===== config.mk =====
export PLATFORM = sky130hd
export DESIGN_NAME = sprite_row_reader
export DESIGN_NICKNAME = d
export VERILOG_FILES = /design/src/rtl/sprite_pkg.sv /design/src/rtl/sprite_row_reader.sv
export SDC_FILE = /design/constraint.sdc
export NUM_CORES = 1
export LEC_CHECK = 0
export BUFFER_PORTS_ARGS = -buffer_cell sky130_fd_sc_hd__buf_2
export CAP_MARGIN = 5
export CELL_PAD_IN_SITES_DETAIL_PLACEMENT = 2
export CELL_PAD_IN_SITES_GLOBAL_PLACEMENT = 2
export CORE_AREA = 4 4 87 89
export DETAILED_ROUTE_END_ITERATION = 10
export DIE_AREA = 0 0 91 93
export GPL_ROUTABILITY_DRIVEN = 0
export PLACE_DENSITY = 0.88
export REMOVE_ABC_BUFFERS = 1
export SETUP_SLACK_MARGIN = 0.4
export SLEW_MARGIN = 20
export SYNTH_ARGS = -nofsm -noshare
export SYNTH_HDL_FRONTEND = slang
export SYNTH_SLANG_ARGS = --single-unit

===== constraint.sdc =====
create_clock -name i_clk -period 2 [get_ports i_clk]
set_clock_uncertainty 0.1 [all_clocks]
set_input_delay 0.3 -clock i_clk [delete_from_list [all_inputs] [get_ports i_clk]]
set_output_delay 0.3 -clock i_clk [all_outputs]
set_load 0.05 [all_outputs]

===== src/rtl/sprite_pkg.sv =====
// Shared types and defaults for the sprite read path and the sprite RAM instance.
package sprite_pkg;

  typedef enum logic [1:0] {
    ST_IDLE,
    ST_FETCH,
    ST_CAPTURE,
    ST_EMIT
  } state_t;

  localparam int DEF_WORD_SIZE  = 32;
  localparam int DEF_NUM_WORDS  = 16;
  localparam int DEF_ADDR_BITS  = 4;
  localparam int DEF_PIXEL_BITS = 2;

  // Pixels packed into one row word.
  function automatic int ppw(input int word_size, input int pixel_bits);
    return word_size / pixel_bits;
  endfunction

endpackage


===== src/rtl/sprite_row_reader.sv =====
// Fetches one sprite row from synchronous RAM and streams it MSB-first as
// PIXEL_BITS-wide pixels over a valid/ready handshake.
module sprite_row_reader
  import sprite_pkg::*;
#(
  parameter int WORD_SIZE  = DEF_WORD_SIZE,
  parameter int NUM_WORDS  = DEF_NUM_WORDS,
  parameter int ADDR_BITS  = DEF_ADDR_BITS,
  parameter int PIXEL_BITS = DEF_PIXEL_BITS
) (
  input  logic                  i_clk,
  input  logic                  i_reset,
  input  logic                  i_start,
  input  logic [ADDR_BITS-1:0]  i_row,
  output logic [ADDR_BITS-1:0]  o_mem_addr,
  input  logic [WORD_SIZE-1:0]  i_mem_data,
  output logic                  o_pixel_valid,
  output logic [PIXEL_BITS-1:0] o_pixel_data,
  input  logic                  i_pixel_ready,
  output logic                  o_busy,
  output logic                  o_done,
  output logic                  o_err
);

  localparam int PPW = ppw(WORD_SIZE, PIXEL_BITS);
  localparam int CW  = (PPW > 1) ? $clog2(PPW) : 1;
  localparam logic [CW-1:0] LAST = CW'(PPW - 1);

  if (WORD_SIZE % PIXEL_BITS != 0) begin : g_bad_pixel_bits
    $error("PIXEL_BITS must divide WORD_SIZE");
  end

  state_t                r_state, w_state_nx;
  logic [ADDR_BITS-1:0]  r_addr,  w_addr_nx;
  logic [WORD_SIZE-1:0]  r_shift, w_shift_nx;
  logic [CW-1:0]         r_cnt,   w_cnt_nx;
  logic                  r_valid, w_valid_nx;
  logic                  r_done,  w_done_nx;
  logic                  r_err,   w_err_nx;
  logic                  w_row_ok;
  logic                  w_fire;

  assign w_row_ok = 32'(i_row) < 32'(NUM_WORDS);
  assign w_fire   = r_valid & i_pixel_ready;

  always_comb begin
    w_state_nx = r_state;
    w_addr_nx  = r_addr;
    w_shift_nx = r_shift;
    w_cnt_nx   = r_cnt;
    w_valid_nx = r_valid;
    w_done_nx  = 1'b0;
    w_err_nx   = 1'b0;
    case (r_state)
      ST_IDLE: begin
        if (i_start) begin
          if (w_row_ok) begin
            w_addr_nx  = i_row;
            w_state_nx = ST_FETCH;
          end else begin
            w_err_nx = 1'b1;
          end
        end
      end
      // RAM registers mem_addr at the edge leaving FETCH.
      ST_FETCH: w_state_nx = ST_CAPTURE;
      ST_CAPTURE: begin
        w_shift_nx = i_mem_data;
        w_cnt_nx   = '0;
        w_valid_nx = 1'b1;
        w_state_nx = ST_EMIT;
      end
      ST_EMIT: begin
        if (w_fire) begin
          w_shift_nx = r_shift << PIXEL_BITS;
          w_cnt_nx   = r_cnt + 1'b1;
          if (r_cnt == LAST) begin
            w_valid_nx = 1'b0;
            w_done_nx  = 1'b1;
            w_state_nx = ST_IDLE;
          end
        end
      end
      default: w_state_nx = ST_IDLE;
    endcase
  end

  always_ff @(posedge i_clk or posedge i_reset) begin
    if (i_reset) begin
      r_state <= ST_IDLE;
      r_addr  <= '0;
      r_shift <= '0;
      r_cnt   <= '0;
      r_valid <= 1'b0;
      r_done  <= 1'b0;
      r_err   <= 1'b0;
    end else begin
      r_state <= w_state_nx;
      r_addr  <= w_addr_nx;
      r_shift <= w_shift_nx;
      r_cnt   <= w_cnt_nx;
      r_valid <= w_valid_nx;
      r_done  <= w_done_nx;
      r_err   <= w_err_nx;
    end
  end

  assign o_mem_addr    = r_addr;
  assign o_pixel_valid = r_valid;
  assign o_pixel_data  = r_shift[WORD_SIZE-1 -: PIXEL_BITS];
  assign o_busy        = (r_state != ST_IDLE);
  assign o_done        = r_done;
  assign o_err         = r_err;

endmodule

After elaboration in Yosys (flattened, before gate mapping)
Index checks and enable logic that the tools add are counted.
{"block": "classes", "n_addsub": 1, "eq_ne": 7, "muxes": 14, "bitwise": 1, "reduce_logical": 7}
{"op": "32-bit one-hot mux with 2 select lines", "count": 1}
{"op": "32-bit 2-to-1 mux", "count": 1}
{"op": "2-bit one-hot mux with 4 select lines", "count": 1}
{"op": "4-bit one-hot mux with 2 select lines", "count": 1}
{"op": "2-bit 2-to-1 mux", "count": 3}
{"op": "2-bit inequality test (second input constant)", "count": 3}
{"op": "3-bit AND reduction", "count": 2}
{"op": "1-bit 2-to-1 mux", "count": 5}
{"op": "4-bit by 1-bit adder with 4-bit output (second input constant)", "count": 1}
{"op": "2-bit == test (second input constant)", "count": 2}
{"op": "4-bit == test (second input constant)", "count": 1}
{"op": "4-bit 2-to-1 mux", "count": 1}
{"op": "2-bit AND reduction", "count": 2}
{"op": "2-bit nonzero test", "count": 2}
{"op": "2-bit by 1-bit == test with 1-bit output (second input constant)", "count": 1}
{"op": "2-bit logical NOT", "count": 1}
{"op": "1-bit one-hot mux with 2 select lines", "count": 1}
{"op": "1-bit AND", "count": 1}
{"block": "word_totals", "ff_bits": 44, "input_bits": 40, "output_inout_bits": 10, "word_cells": 36}

Depth between registers and ports, before layout
{"block": "depth", "ltp_word": 4, "depth_mapped": 8, "ltp_nobuf": 5}

Worst setup path after synthesis
Ideal clock, no wire load.
{"block": "synth_path", "kind": "flip-flop to flip-flop", "from": "register r_valid (netlist: o_pixel_valid)", "to": "register r_shift[10]", "setup_ns": 0.074, "arrival_time_ns": 1.480, "required_ns": 1.826, "path_slack_ns": 0.346, "path_stages_with_launch": 6, "path_buffers": 2, "period_less_slack_ns": 1.654, "cell_sequence": "dfrtp_1 > nand3_2 > and2_4 > buf_6 > buf_6 > o21ai_2"}
{"block": "synth_between", "elab_chain_len": 3}
{"element": "start: declaration", "line_no": "sprite_row_reader.sv:37", "source": "logic r_valid, w_valid_nx;"}
{"element": "start signal: assignment", "line_no": "sprite_row_reader.sv:102", "source": "r_valid <= w_valid_nx;"}
{"element": "1-bit AND", "line_no": "sprite_row_reader.sv:44", "source": "assign w_fire = r_valid & i_pixel_ready;"}
{"element": "2-bit inequality test (no source line)"}
{"element": "2-bit AND reduction (no source line)"}
{"element": "end signal: assignment", "line_no": "sprite_row_reader.sv:100", "source": "r_shift <= w_shift_nx;"}
{"element": "end: declaration", "line_no": "sprite_row_reader.sv:35", "source": "logic [WORD_SIZE-1:0] r_shift, w_shift_nx;"}
Every way passes these cells.
A chain may end at the register's enable or synchronous reset.

Final worst setup path
{"block": "layout_path", "from": "register r_state[0]", "to": "output o_busy"}
{"block": "layout_between", "elab_chain_len": 1}
{"element": "start: declaration", "line_no": "sprite_row_reader.sv:33", "source": "state_t r_state, w_state_nx;"}
{"element": "start signal: assignment", "line_no": "sprite_row_reader.sv:98", "source": "r_state <= w_state_nx;"}
{"element": "2-bit nonzero test", "line_no": "sprite_row_reader.sv:111", "source": "assign o_busy = (r_state != ST_IDLE);"}
{"element": "end: declaration", "line_no": "sprite_row_reader.sv:20", "source": "output logic o_busy,"}
Every way passes these cells.

==> results.toml <==
[outcome]
status = "complete, no violations"

[timing]
min_period_ns = 1.627
setup_tns_ns = 0
count_of_final_setup_violators = 0
timing_max_transition_violations_final = 0
finalHoldViolations = 0
max_freq_mhz = 614.5
tightestPinTransition_ns = 0.5857
finalCritPeriodShare_pct = 81.36
rsz_0062_raised_after_global_routing = "yes"
hold_ws_ns = 0.01143
max_slew_headroom_pct = 60.96

[yosys]
syn-mean-instance-area_um2 = 11.29
syn-cell-area_um2 = 2325
synth_seq_area_share_pct = 47.36
post_synth_inst_count = 206
ys_types = 32
yosys_register_bits = 44
synth_warnings = 0

[worst_setup_path]
setup.worst_path.start_class = "register"
cpLargestDelayFamily = "flip-flops"
crit_type = "register to primary output"
reg2reg_depth = 5
critical_path.max_fanout = 3
worst_ep_arrival_time_ns = 1.23
worstSetupEndpointType = "primary output"
worst-endpoint-required_ns = 1.60
path_buf_inv = 3
timing.reg2reg.setup_slack_ns = 0.38
master_of_the_slowest_instance_on_the_critical_path = "sky130_fd_sc_hd__dfrtp_2"
r2r_start = "r_state[1]"
timing.rr.end = "r_state[1]"
startpoint = "r_state[0]"
crit_chain = "inv_4 -> ha_4 -> inv_2 -> buf_6"
max_stage_delay_ns = 0.47

[finish]
layout_net_count = 302
layout.cells.most_common = "sky130_fd_sc_hd__buf_2"
layout.cell_area.non_filler_um2 = 2977
layout_common_cells = "47 x sky130_fd_sc_hd__buf_2, 42 x sky130_fd_sc_hd__dfrtp_1, 34 x sky130_fd_sc_hd__nand3_1, 30 x sky130_fd_sc_hd__o21ai_2, 23 x sky130_fd_sc_hd__mux2i_1"
num_antenna_cells = 0
area_delta_synth_final_pct = 28.04
final_layout_size_suffix_gt1_share_pct = 51.16

[drt]
drc = 0
via_count = 1821
detail_route.iter0.violations = 46
antenna_violating_nets_post_route = 0
detailedRoute.firstPassIterationCount = 4
wl_per_cell_um = 21.02
vias_per_cell = 5.388
drt-total-wl_mm = 7.104

[global_route]
number_of_global_route_vias_before_repair = 2060
grtUsageTotal_pct = 16.95
global_route_wire_length_before_repair_mm = 11.01
grt_antenna_before_repair = 0
grt.overflow.total = 0
grt_start_max_net_pins = 45

[cts]
clk_transition_reported_paths_ns = 0.09
cts.hold.buffers_added = 0
number_of_buffers_inserted_during_clock_tree_synthesis = 5
cts_tree = "built"
insertion_delay_ns = 0.31
cts_htree_levels = 2
root_buffer = "sky130_fd_sc_hd__clkbuf_8"
clockBufferDepth = 2
count_of_clock_tree_sinks = 44

[die]
die_height_um = 93
area_inside_the_core_boundary_um2 = 6756
rows = 30
io_pins = 50
die_area_um2 = 8463
die-width_um = 91
start_util_pct = 34.41

[power_and_ir_drop]
irDropWorstVdd_v = 0.0005993
power.share.clock_pct = 12.2
comb_power_share_pct = 57.1
p_sw_uw = 2266
power.share.switching_pct = 44.13
power.internal_uw = 2869
static-leakage-power_uw = 0.001346
pwr_density_cell_nw_per_um2 = 1725
seqPwrFrac_pct = 30.8

[placement]
dp.final_hpwl_mm = 4.258
postPlaceCellArea_um2 = 2601
port_buffers = 48

[min_path]
worst_hold_path_type = "input pin to async pin"

[run]
drv.max_cap_violation_count = 0
cell families (layout without fill, tap and decap cells):
group,count (synthesis),after routing,share of synthesized area [%]
other,1,1,0.1613
AND/OR/NAND/NOR,52,52,12.33
multiplexers,34,34,14.85
adder cells (fa/ha/maj),5,5,2.691
flip-flops,44,44,47.36
AO/OA/AOI/OAI,44,44,15.50
buffers and inverters,26,78,7.104
cell type report:
class	count	area, um2
Clock inverter	2	13.76
Sequential cell	44	1104
Tap cell	80	100.1
Clock buffer	6	82.58
Fill cell	706	3780
Inverter	7	31.28
Timing Repair Buffer	63	454.2
Multi-Input combinational cell	136	1191
power by group through the flow:
stage          combinational, uW  clock [uW]  sequential [uW]
2_1_floorplan               1540           0             1670
3_3_place_gp                2230           0             1500
3_5_place_dp                2360           0             1530
4_1_cts                     2640         634             1530
5_1_grt                     3170         692             1620
6_report                    2930         625             1580
synth_stat cells, drive strengths merged:
master   number  area share, %
dfrtp        44             47
nand3        36            8.0
o21ai        33             12
mux2i        30             13
buf          14            5.2
inv           7            1.1
clkbuf        5           0.81
ha            5            2.7
mux2          4            1.9
nand2         4           0.65
a21oi         3           0.65
a22o          3            1.1
a2111oi       2           0.75
nand2b        2           0.86
nor2b         2           0.54
a21boi        1           0.32
a21o          1           0.32
a31o          1           0.38
and2          1           0.38
conb          1           0.16
nand4         1           0.27
nor2          1           0.16
nor3b         1           0.32
nor4          1           0.27
or2           1           0.27
or3           1           0.27
or3b          1           0.38
timing repair:
action | 4_1_cts | 5_1_grt
buffers inserted | 5 | 1
pin swaps | 4 | 7
resized for setup | 27 | 25
endpoints found under the setup margin | 37 | 42
cloned | 0 | 1
per-stage QoR:
| stage | setup slack (ns) | std cells | util (%) | power (uW) |
|---|---|---|---|---|
| finish | 0.3727 | 338 | 44.06 | 5134 |
| global placement | 0.2865 | 323 | 38.50 | 3723 |
| global route | 0.3045 | 338 | 44.06 | 5485 |
| floorplan | -1.411 | 187 | - | 3217 |
| CTS | 0.3687 | 336 | 42.07 | 4811 |
| detailed placement | 0.1867 | 323 | 38.50 | 3886 |
state kept, by name, summed over array words and instances (netlist names):
signal	count
o_done	1
o_mem_addr	4
o_pixel_valid	1
r_cnt	4
r_shift	32
r_state	2
worst max-delay path by stage:
| stage | to | cells after the start |
|---|---|---|
| 3_5_place_dp | r_state[0] | 5 |
| 6_report | o_busy | 4 |
| 4_1_cts | o_busy | 4 |
| 5_1_grt | r_cnt[3] | 5 |
| 2_1_floorplan | r_cnt[1] | 4 |
| 3_3_place_gp | r_state[0] | 5 |
worst reg2reg max path: stages, from the launching register on:
cell	delay, ns
sky130_fd_sc_hd__dfrtp_2	0.46
sky130_fd_sc_hd__inv_4	0.07
sky130_fd_sc_hd__ha_4	0.17
sky130_fd_sc_hd__nor2b_4	0.14
sky130_fd_sc_hd__or3_4	0.34
sky130_fd_sc_hd__a21o_1	0.22
metal layers:
metal	wire, um	track usage [%]
met1	2770	18.90
met2	3947	30.90
met3	221	3.459
met4	164	7.915
met5	0	0
No activity file was read; power rests on OpenSTA's default activity.
